### config.mk
export PLATFORM = sky130hd
export DESIGN_NAME = ebus_arbiter
export DESIGN_NICKNAME = d
export VERILOG_FILES = /design/src/rtl/ebus_pkg.sv /design/src/rtl/ebus_rr_pick.sv /design/src/rtl/ebus_arbiter.sv
export SDC_FILE = /design/constraint.sdc
export NUM_CORES = 1
export LEC_CHECK = 0
export CAP_MARGIN = 20
export CORE_MARGIN = 10
export CORE_UTILIZATION = 40
export CTS_CLUSTER_DIAMETER = 40
export DETAILED_ROUTE_END_ITERATION = 10
export DONT_BUFFER_PORTS = 1
export PLACE_DENSITY = 0.65
export SLEW_MARGIN = 20
export SYNTH_ARGS = -nofsm -noshare
export SYNTH_HDL_FRONTEND = slang
export SYNTH_SLANG_ARGS = --single-unit
### constraint.sdc
create_clock -name clk -period 3.8 [get_ports clk]
set_input_delay 0.76 -clock clk [delete_from_list [all_inputs] [get_ports clk]]
set_output_delay 0.76 -clock clk [all_outputs]
set_load 0.005 [all_outputs]
### src/rtl/ebus_pkg.sv
// ebus_pkg: shared EBUS arbiter types, widths and helpers
package ebus_pkg;

    typedef enum logic [1:0] {IDLE, GRANT, DEMAND, RELEASE} ebus_arb_state_t;

    localparam int EBUS_W = 36;

    function automatic logic [31:0] onehot(input int unsigned idx);
        return 32'd1 << idx;
    endfunction

endpackage

### src/rtl/ebus_rr_pick.sv
// ebus_rr_pick: combinational round-robin priority encoder, search starts at ptr
import ebus_pkg::*;

module ebus_rr_pick #(
    parameter int NREQ = 8,
    parameter int IW   = $clog2(NREQ)
) (
    input  logic [NREQ-1:0] req,
    input  logic [IW-1:0]   ptr,
    output logic            valid,
    output logic [IW-1:0]   idx
);

    logic [IW:0] j;

    assign valid = |req;

    // walk from farthest to nearest so the requester closest to ptr is the last one written
    always_comb begin
        idx = '0;
        j = '0;
        for (int i = NREQ - 1; i >= 0; i--) begin
            j = {1'b0, ptr} + (IW+1)'(i);
            j = (j >= (IW+1)'(NREQ)) ? j - (IW+1)'(NREQ) : j;
            if (req[j[IW-1:0]]) idx = j[IW-1:0];
        end
    end

endmodule

### src/rtl/ebus_arbiter.sv
// ebus_arbiter: one-owner EBUS grant with setup/demand/ack/release sequencing; optional timeout via EBUS_ARB_TIMEOUT_EN
import ebus_pkg::*;

module ebus_arbiter #(
    parameter int NREQ      = 8,
    parameter int DATA_W    = EBUS_W,
    parameter int SETUP_CYC = 2,
    parameter int TMO_CYC   = 255
) (
    input  logic                   clk,
    input  logic                   crobar,
    input  logic [NREQ-1:0]        req,
    input  logic [NREQ*DATA_W-1:0] req_data,
    input  logic                   xfer_ack,
    output logic [NREQ-1:0]        grant,
    output logic [DATA_W-1:0]      ebus_data,
    output logic                   ebus_demand,
    output logic                   done,
    output logic                   timeout_err,
    output logic                   busy
);

    localparam int IW  = $clog2(NREQ);
    localparam int SCW = $clog2(SETUP_CYC + 1);

    if (NREQ < 2 || SETUP_CYC < 1 || TMO_CYC < 1 || TMO_CYC > 255) begin : g_bad_param
        $error("ebus_arbiter: parameter out of range");
    end

    ebus_arb_state_t state;
    logic [IW-1:0]   winner;
    logic [IW-1:0]   ptr;
    logic [IW-1:0]   pick_idx;
    logic            pick_valid;
    logic [SCW-1:0]  scnt;
    logic            expire;

    ebus_rr_pick #(.NREQ(NREQ), .IW(IW)) u_pick (
        .req   (req),
        .ptr   (ptr),
        .valid (pick_valid),
        .idx   (pick_idx)
    );

`ifdef EBUS_ARB_TIMEOUT_EN
    logic [7:0] tcnt;

    assign expire = (state == DEMAND) && (tcnt == 8'(TMO_CYC - 1));

    // demand-cycle counter; an ack on the expiry cycle suppresses the error
    always_ff @(posedge clk) begin
        if (crobar) begin
            tcnt        <= '0;
            timeout_err <= 1'b0;
        end else begin
            tcnt        <= (state == DEMAND && !expire && !xfer_ack) ? tcnt + 1'b1 : '0;
            timeout_err <= expire && !xfer_ack;
        end
    end
`else
    assign expire      = 1'b0;
    assign timeout_err = 1'b0;
`endif

    // transfer sequencer with registered grant, demand and data mux
    always_ff @(posedge clk) begin
        if (crobar) begin
            state       <= IDLE;
            grant       <= '0;
            ebus_data   <= '0;
            ebus_demand <= 1'b0;
            done        <= 1'b0;
            busy        <= 1'b0;
            winner      <= '0;
            ptr         <= '0;
            scnt        <= '0;
        end else begin
            done <= 1'b0;
            case (state)
                IDLE: begin
                    if (pick_valid) begin
                        state     <= GRANT;
                        winner    <= pick_idx;
                        grant     <= NREQ'(onehot(32'(pick_idx)));
                        ebus_data <= req_data[pick_idx*DATA_W +: DATA_W];
                        busy      <= 1'b1;
                        scnt      <= '0;
                    end
                end
                GRANT: begin
                    ebus_data <= req_data[winner*DATA_W +: DATA_W];
                    scnt      <= scnt + 1'b1;
                    if (scnt == SCW'(SETUP_CYC - 1)) begin
                        state       <= DEMAND;
                        ebus_demand <= 1'b1;
                    end
                end
                DEMAND: begin
                    ebus_data <= req_data[winner*DATA_W +: DATA_W];
                    if (xfer_ack || expire) begin
                        state       <= RELEASE;
                        grant       <= '0;
                        ebus_demand <= 1'b0;
                        ebus_data   <= '0;
                        done        <= 1'b1;
                        ptr         <= (winner == IW'(NREQ - 1)) ? '0 : winner + 1'b1;
                    end
                end
                RELEASE: begin
                    state <= IDLE;
                    busy  <= 1'b0;
                end
                default: state <= IDLE;
            endcase
        end
    end

endmodule

== After elaboration in Yosys (flattened, before gate mapping) ==
Cells that the tools add are included.

* Bitwise operators: 1
* Equal/unequal tests: 8
* Magnitude comparators: 16
* $add $sub $neg: 17
* Mux-type cells: 51
* Shift operators: 3
* Reduce and logical (&&, ||, !) cells: 16
* Multiply operators: 2

{| class="wikitable"
|+ Operators with widths
! kind !! count
|-
| $shiftx A288 B10 Y36 || 2
|-
| $pmux W36 S3 || 1
|-
| $mux W36 || 2
|-
| $mux W3 || 17
|-
| $lt A3 B4 Y1 const B || 8
|-
| $ge A4 B4 Y1 const B || 7
|-
| $bmux W1 S3 || 8
|-
| $sub A3 B1 Y3 const B || 8
|-
| $add A3 B3 Y4 const B || 4
|-
| $mux W8 || 2
|-
| $pmux W8 S2 || 1
|-
| $mul A3 B4 Y7 const B || 2
|-
| $mux W1 || 12
|-
| $reduce_and A2 Y1 || 5
|-
| $reduce_and A3 Y1 || 3
|-
| $add A3 B2 Y4 const B || 2
|-
| $mux W2 || 4
|-
| $pmux W2 S4 || 1
|-
| $reduce_bool A2 Y1 || 4
|-
| $reduce_or A8 Y1 || 1
|-
| $shl A1 B3 Y8 const A || 1
|-
| $ne A2 B2 Y1 const B || 3
|-
| $add A3 B1 Y4 const B || 1
|-
| $eq A2 B1 Y1 const B || 2
|-
| 11 further kinds || 13
|}

* Logic and storage cells: 123
* Input port bits: 299
* Register bits after elaboration: 57
* Output and inout bits: 48

== Depth between registers and ports, before layout ==
* Word-level depth: 17
* Depth in mapped cells: 16
* Depth with buffers taken out: 10

== By module ==
A second synthesis with hierarchy kept.

* Cells, all modules: 622
* Area, all modules: 7387.1 um^2

{| class="wikitable"
|+ Modules (own cells, without submodules)
! module !! area each (um^2) !! sequential area each (um^2) !! cells an instance !! instances
|-
| ebus_arbiter || 6595.1 || 1141.1 || 537 || 1
|-
| ebus_rr_pick || 792.0 || 0.0 || 85 || 1
|}

== Worst setup path before layout ==
Ideal clock, no wire load.

* Path kind: reg-to-reg
* Start: register ptr[0]
* End: register ebus_data[18]
* Clock period less this slack: 4027 ps
* Cell stages (with the launch flop): 17
* Data arrival time: 3907 ps
* Required time: 3680 ps
* Path buffers: 6
* Path slack: -227 ps
* Setup time: 120 ps
* Path through: dfxtp_1 > buf_4 > buf_6 > inv_2 > clkbuf_1 > ha_1 > clkbuf_1 > mux4_2 > mux2_2 > a211oi_1 > o21bai_1 > a22oi_1 > buf_4 > buf_2 > mux2i_1 > o221ai_1 > a211o_1

* Word-level cells in the longest chain between the ends: 17
* Elaborated cells on any way between the ends: 59
* Classes of those cells: 15 x add/sub; 1 x mul; 8 x order compare; 1 x shift; 34 x mux

{| class="wikitable"
|+ Ends and longest elaborated chain
! what !! line !! source
|-
| start, declared || ebus_arbiter.sv:32 || <nowiki>logic [IW-1:0] ptr;</nowiki>
|-
| start signal, assigned || ebus_arbiter.sv:106 || <nowiki>ptr <= (winner == IW'(NREQ - 1)) ? '0 : winner + 1'b1;</nowiki>
|-
| $add A3 B3 Y4 || ebus_rr_pick.sv:23 || <nowiki>j = {1'b0, ptr} + (IW+1)'(i);</nowiki>
|-
| $ge A4 B4 Y1 or $sub A3 B1 Y3 (tied branches) || ebus_rr_pick.sv:24 || <nowiki>j = (j >= (IW+1)'(NREQ)) ? j - (IW+1)'(NREQ) : j;</nowiki>
|-
| $mux W3 || ebus_rr_pick.sv:24 ||
|-
| $bmux W1 S3 || ebus_rr_pick.sv:25 || <nowiki>if (req[j[IW-1:0]]) idx = j[IW-1:0];</nowiki>
|-
| $mux W1 (not written as such) || ebus_rr_pick.sv:25 ||
|-
| $mux W3 (7 in series) || ebus_rr_pick.sv:25 ||
|-
| $mux W3 (*) || ebus_rr_pick.sv:25 ||
|-
| $mul A3 B4 Y7 (*) || ebus_arbiter.sv:85 || <nowiki>ebus_data <= req_data[pick_idx*DATA_W +: DATA_W];</nowiki>
|-
| $shiftx A288 B10 Y36 (*) || ebus_arbiter.sv:85 ||
|-
| $mux W36 (*) || ebus_arbiter.sv:81 || <nowiki>if (pick_valid) begin</nowiki>
|-
| $pmux W36 S3 (*) || ebus_arbiter.sv:79 || <nowiki>case (state)</nowiki>
|-
| end signal, assigned || ebus_arbiter.sv:85 ||
|-
| end signal, assigned || ebus_arbiter.sv:91 || <nowiki>ebus_data <= req_data[winner*DATA_W +: DATA_W];</nowiki>
|-
| end signal, assigned || ebus_arbiter.sv:99 || <nowiki>ebus_data <= req_data[winner*DATA_W +: DATA_W];</nowiki>
|-
| end, declared || ebus_arbiter.sv:16 || <nowiki>output logic [DATA_W-1:0] ebus_data,</nowiki>
|}

Every way passes the cells marked *; elsewhere a longest branch is shown, timed or not. The select of a mux whose other input is x is not followed.
A chain may end at the register's enable or synchronous reset.

== Final worst setup path ==
* Start: register ptr[1]
* End: register ebus_data[4]

Same word-level chain as after synthesis.

==> metrics <==
status finished clean; Global Route Usage Sum between 20 and 25%; top-area cell type share of the netlist area approximately a quarter; first-pass GRT wire length 45600 µm; final total negative setup slack 0 ns; number of nets in the layout ~1100; number of distinct standard cells referenced by the synthesized netlist 56; number of endpoints failing setup at the final stage 0; Slew headroom 21.8%; initial antenna violation count 0; post-placement cell count 1023; cell repeated most along the worst path sky130_fd_sc_hd__mux2i_1; final weighted congestion of routability-driven global placement 0.892; Wirelength per Cell between 20 and 30 µm; worst setup path startpoint ptr[1]; Synth-to-Final Area Change 8.13%; CP max FO 32; required time worst endpoint approximately 4.0 ns; arrival time of the worst setup path 3.76 ns; DRT Wirelength 30200 µm; DRT antenna net count 0; post-cts gate resize count 0; power density over the cells 613 nW/µm²; Port Buf Inserts 0; clock latency on the worst-skew pair 0.34 ns; unrepaired setup endpoints after global routing false; endpoint kind of the worst setup timing path flip-flop; maxcap violations 0; total area of sequential cells 1150 µm²; post-CTS setup buffer count 0; DRT Pass-1 Iters 5; Mapped Nets about 1100; overall die height approximately 160 µm; DRC violation count after routing 0; pin count of the biggest net entering global routing 76; share of cells above drive strength 1 20.7%; Ports 347; Post-Syn Area approximately 7900 µm²; Final Hold Fails 0; Commonest cells post-synth sky130_fd_sc_hd__mux2i_1 (187), sky130_fd_sc_hd__nor2_1 (104), sky130_fd_sc_hd__mux4_2 (80); number of buffers inserted by hold repair at cts 0; final critical path time including I/O delays and setup about 3.5 ns; Mapped Avg Cell Area 9.87 µm²; Die W 161 µm; clock tree skew after final layout 0.0106 ns; count of antenna diodes in the layout 0; Critical Path Start Type flip-flop; total global routing overflow 0; worst slew pin tran 1.17 ns; area of all placed cells without fillers 8590 µm²; number of register bits inferred by synthesis 57; type of the worst setup path reg2reg; CTS root buf sky130_fd_sc_hd__clkbuf_16; static leakage 3.52 nW; post-route non-filler standard cell count ~1000; worst-case clock buffer depth 2; vias per inst 6.94; cell-by-cell trace of the critical path inv_1 -> ha_1 -> mux4_2 -> mux2_2 -> a211oi_1 -> o21bai_1 -> a22oi_2 -> buf_4 -> buf_12 -> mux2i_1 -> mux2i_1 -> a211o_1; synthesized instance count 805; area of the multi-input gates around 6400 µm²; Peak supply drop 0.000310 V; number of inserted filler cells in the final layout 1884; number of slew-limit violations in the final report 0; HP Class in2reg; number of buffers and inverters on the critical path 3; kind of cell adding the most delay to the critical path multiplexers; synth top area cells sky130_fd_sc_hd__mux2i_1 (24%), sky130_fd_sc_hd__mux4_2 (23%), sky130_fd_sc_hd__dfxtp_1 (14%); final worst hold slack approximately 0.49 ns; HP Start crobar; proportion of synthesized chip area in sequential cells 14.4%; cell with the most instances after synthesis sky130_fd_sc_hd__mux2i_1; via count of the first global-routing pass 7400; standard cell with the maximum stage delay on the critical path sky130_fd_sc_hd__mux4_2; CORE AREA 19500 µm²; number of enable-type register cells in the synthesized netlist 0; post-synthesis cell type with the largest combined area sky130_fd_sc_hd__mux2i_1; fin crit share 93.1%; placed cell areas 8270 µm²; TritonCTS clock tree done; HPWL after detailed placement 23000 µm; beginning of the worst register-to-register path ptr[1]; area of the die 25900 µm²; number of design-rule violations left by the first detailed-router iteration just under 600; TritonCTS Buffers 9; initial core utilization about two fifths; number of cell rows 51; Async S/R FF share, synth 0%; highest clock rate 283 MHz; yosys synthesis warning count 0; top flip-flop cell by instance count after synthesis sky130_fd_sc_hd__dfxtp_1; CP peak stage delay 0.53 ns; clk sinks 57; CTS clk-pin slew, worst paths around 0.06 ns; H-tree depth reported by CTS 3; overall via count from detail_route 7201
[cell type report]
class | count | share of cell area [%]
clock buffer | 10 | 2.78
clock inverter | 5 | 0.932
inverter | 11 | 0.481
multi-input combinational | 658 | 74.7
sequential | 57 | 13.4
tap | 265 | 3.86
timing repair buffer | 32 | 3.82
[cell families after synthesis]
| logic type | synth area share (%) |
|---|---|
| mux | 47.4 |
| simple gates | 14.2 |
| compound gates | 16.9 |
| buf+inv | 5.29 |
| flops | 14.4 |
| fa+ha+maj | 1.42 |
| xor+xnor | 0.441 |
| other cells | 0.0472 |
[through the flow]
stage	utilization [%]	total power [mW]	setup slack, ns
final	44.0	5.27	0.262
after global routing	44.0	5.63	0.0272
after CTS	44.0	5.31	0.284
after detailed placement	42.4	4.38	0.268
after global placement	42.4	4.33	0.366
after floorplan	-	3.61	0.0102
[layer usage]
metal	routed length [µm]	global-route usage (%)	vias up
met5	0	0	-
met4	369	5.75	0
met3	3800	9.38	25
met2	15300	38.3	377
met1	10800	24.3	3623
li1	-	-	3176
[final timing paths]
check / endpoint / slack, ns / cells past startpoint
worst min register to register: scnt[1] / 0.50 / 2
worst min-delay path: winner[2] / 0.49 / 1
worst max register to register: ebus_data[4] / 0.26 / 12
worst max-delay path: ebus_data[4] / 0.26 / 12
[state kept, by name, summed over array words and instances, names as in the netlist]
signal and count:
busy 1, ebus_data 36, done 1, ptr 3, scnt 2, winner 3
ebus_demand 1, state 2, grant 8
[power breakdown]
part / switching, mW / total, mW / internal, mW
Combinational: 1.58 / 3.15 / 1.57
Sequential: 0.346 / 1.20 / 0.858
Clock: 0.323 / 0.910 / 0.587
Total: 2.25 / 5.27 / 3.02
[layout by cell type, fill, tap and decap left out, types with 2 or more instances in the layout]
cell type,Yosys,routed
sky130_fd_sc_hd__inv_1,9,9
sky130_fd_sc_hd__a31oi_1,2,2
sky130_fd_sc_hd__dfxtp_4,0,2
sky130_fd_sc_hd__nor4b_1,26,26
sky130_fd_sc_hd__nand2b_1,2,2
sky130_fd_sc_hd__a21oi_1,14,13
sky130_fd_sc_hd__a22oi_1,13,12
sky130_fd_sc_hd__a221oi_1,2,2
sky130_fd_sc_hd__xor2_1,2,2
sky130_fd_sc_hd__and2_1,2,2
sky130_fd_sc_hd__nor3_1,3,3
sky130_fd_sc_hd__nand2_1,50,49
sky130_fd_sc_hd__ha_1,9,9
sky130_fd_sc_hd__xnor2_1,2,2
sky130_fd_sc_hd__o32a_1,35,35
sky130_fd_sc_hd__a21o_1,2,2
sky130_fd_sc_hd__bufinv_16,0,2
sky130_fd_sc_hd__o21ai_0,2,2
sky130_fd_sc_hd__mux4_2,80,80
sky130_fd_sc_hd__nor4_1,2,2
sky130_fd_sc_hd__a211o_1,36,36
sky130_fd_sc_hd__clkbuf_16,0,9
sky130_fd_sc_hd__dfxtp_1,57,54
sky130_fd_sc_hd__clkinvlp_4,0,2
sky130_fd_sc_hd__mux2i_1,187,187
sky130_fd_sc_hd__o221ai_1,37,37
sky130_fd_sc_hd__o211a_1,2,2
sky130_fd_sc_hd__buf_4,11,25
sky130_fd_sc_hd__nor4b_2,9,9
sky130_fd_sc_hd__buf_12,0,7
sky130_fd_sc_hd__nor2_1,104,104
sky130_fd_sc_hd__nand3_1,6,6
sky130_fd_sc_hd__a211oi_1,2,2
sky130_fd_sc_hd__mux2_2,6,6
(Power assumes the default switching activity.)
==> RTL edit (config.mk and constraints unchanged) <==
The option `EBUS_ARB_TIMEOUT_EN` is turned on by a define.
--- a/src/rtl/ebus_arbiter.sv
+++ b/src/rtl/ebus_arbiter.sv
@@ -1,4 +1,6 @@
 // ebus_arbiter: one-owner EBUS grant with setup/demand/ack/release sequencing; optional timeout via EBUS_ARB_TIMEOUT_EN
+`define EBUS_ARB_TIMEOUT_EN
+
 import ebus_pkg::*;
 
 module ebus_arbiter #(
Function: same outputs for any inputs over 4 cycles, from zero or initial values; that may be too few to reach the edited logic, so the function may still have changed.
==> RTL edit against the unedited design <==
Critical path depth grew 2; area after synthesis is 11% higher; cell area increased by 10%; worst setup slack got worse by 0.052 ns; highest routed layer unchanged; sequential cell count up 9; critical path type unchanged; power up 25%; wire length rose by 21%; non-clock buffer count rose by 16.
==> RTL edit: results (changes against the unedited design) <==
{| class="wikitable"
! Metric !! Value
|-
| Critical path fanouts, max || 30 (-6.3%)
|-
| Mux contribution to synthesized area || 37.47% (-9.9 points)
|-
| Pin count of the biggest net entering global routing || 74 (-2.6%)
|-
| Sequential cell count || 66 (+16%)
|-
| Synth cell count leaders || nor2_1 (161), mux2i_1 (115), nand2_1 (90)
|-
| Multi-input combinational area share || 73.21% (-1.5 points)
|-
| Total half-perimeter wirelength after legalization and detailed placement || 25.81 mm (+12%)
|-
| Iteration-0 DRC Markers || 802 (+35%)
|-
| # fillers || 2153 (+14%)
|-
| Placed instance area || 9131 um2 (+10%)
|-
| Worst hold slack across all endpoints || 0.4860 ns (-0.008755 ns)
|-
| Number of distinct standard cells referenced by the synthesized netlist || 63 (+13%)
|-
| Wire length of the first global-routing pass || 53.45 mm (+17%)
|-
| Adder and majority cell fraction of the synthesized area || 1.563% (+0.15 points)
|-
| Share of the yosys chip area belonging to registers || 15.01% (+0.64 points)
|-
| Routed len/inst || 28.98 um (-0.39%)
|-
| Registers with the most flip-flops || ebus_data (36), grant (8), tcnt (8)
|-
| Transition time of the tightest slew-check pin || 1.169 ns (-0.004057 ns)
|-
| Result of the run || complete, no violations
|-
| Non-clock buffer share of cell area || 5.581% (+1.8 points)
|-
| Post-Synthesis Net Count || 1324 (+19%)
|-
| Number of vias per cell || 6.911 (-0.38%)
|-
| Post-layout minimum cycle time || 3.590 ns (+0.05158 ns)
|-
| Post-synthesis compound-gate area fraction || 22.34% (+5.5 points)
|-
| Number of instances in the synthesized netlist || 1014 (+26%)
|-
| Total number of multi-input combinational cells || 835 (+27%)
|-
| Aggregate routed wire length || 36.40 mm (+21%)
|-
| Pre-CTS setup slack || 0.2295 ns (-0.03802 ns)
|-
| Final instance area || 9462 um2 (+10%)
|-
| Cell types with the largest area share after synthesis || mux4_2 (23%), dfxtp_1 (15%), mux2i_1 (13%)
|-
| Layout clock area frac || 3.015% (-0.70 points)
|-
| Buffers, non-clock || 48 (+50%)
|-
| Area Growth Syn to Fin || 7.461%
|-
| Leakage power figure || 0.003195 uW (-9.1%)
|-
| Worst clock skew on the final layout || 0.009665 ns (-0.0009461 ns)
|-
| Reg-to-reg setup timing slack || 0.21 ns (-0.05 ns)
|-
| Combined global-route utilization of all metal layers || 23.83% (+1.7 points)
|-
| Placed Cells || 1238 (+21%)
|-
| Placer congestion estimate || 0.8805 (-1.3%)
|-
| R2r worst-path depth || 14 (+2)
|-
| Area share of xor/xnor cells in the synthesized design || 0.8953% (+0.45 points)
|-
| Peak supply drop || 314.1 uV (+1.3%)
|}
## RTL edit: cell types whose count changed in the layout (fill, tap and decap cells not counted), sizes merged, moves of 15 or more
cell / change
o21ai: +77
mux2i: -71
nor2: +57
nand2: +40
a32oi: +37
a31oi: +36
nor4b: -36
o221ai: -36
o32a: -35
o2bb2ai: +34
nor3: +33
buf: +15
## RTL edit: worst reg2reg max path: cells and delay by family, from the launching register on
kind	cells	cell delay [ns]
AOI/OAI and AO/OA	4	0.65
adders and majority gates	1	0.31
buffers and inverters	4	0.67
DFF	1	0.34
muxes	2	0.85
and+or+nand+nor	3	0.65
## RTL edit: cells by family (layout without fill, tap and decap cells)
family,after synthesis,in the layout
and+or+nand+nor,325,325
DFF,66,66
AOI/OAI and AO/OA,275,275
muxes,215,215
buffers and inverters,113,75
xor gates and xnor gates,9,9
adders and majority gates,11,11
## RTL edit: worst min path at each step
stage,start,end,cells after the start
floorplan,tcnt[0],tcnt[0],1
global placement,scnt[1],scnt[1],2
detailed placement,scnt[1],scnt[1],2
CTS,crobar,winner[1],1
global route,crobar,ebus_data[23],1
finish,crobar,ebus_data[28],1
## RTL edit: metal layers
layer	track usage, %	up-vias	wire [um]	share of wire (%)
met5	0	-	0	0
met4	8.100	0	886	2.4
met3	8.219	64	4352	12
met2	40.37	533	17800	49
met1	27.40	4245	13360	37
li1	-	3838	-	-
## RTL edit: what timing repair did
| action | CTS | global route |
|---|---|---|
| setup buffers | 0 | 1 |
| setup endpoints to repair | 0 | 4 |
| resized for setup | 0 | 3 |
| hold buffers | 0 | 0 |
| endpoints found under the hold margin | 0 | 0 |
## RTL edit: report_power, final
part           internal, uW  leakage (uW)  switching [uW]  total (uW)
Sequential              893      0.000544             338        1230
Clock                   455      0.000131             402         856
Combinational          1950       0.00252            2540        4490
Total                  3300       0.00320            3280        6580
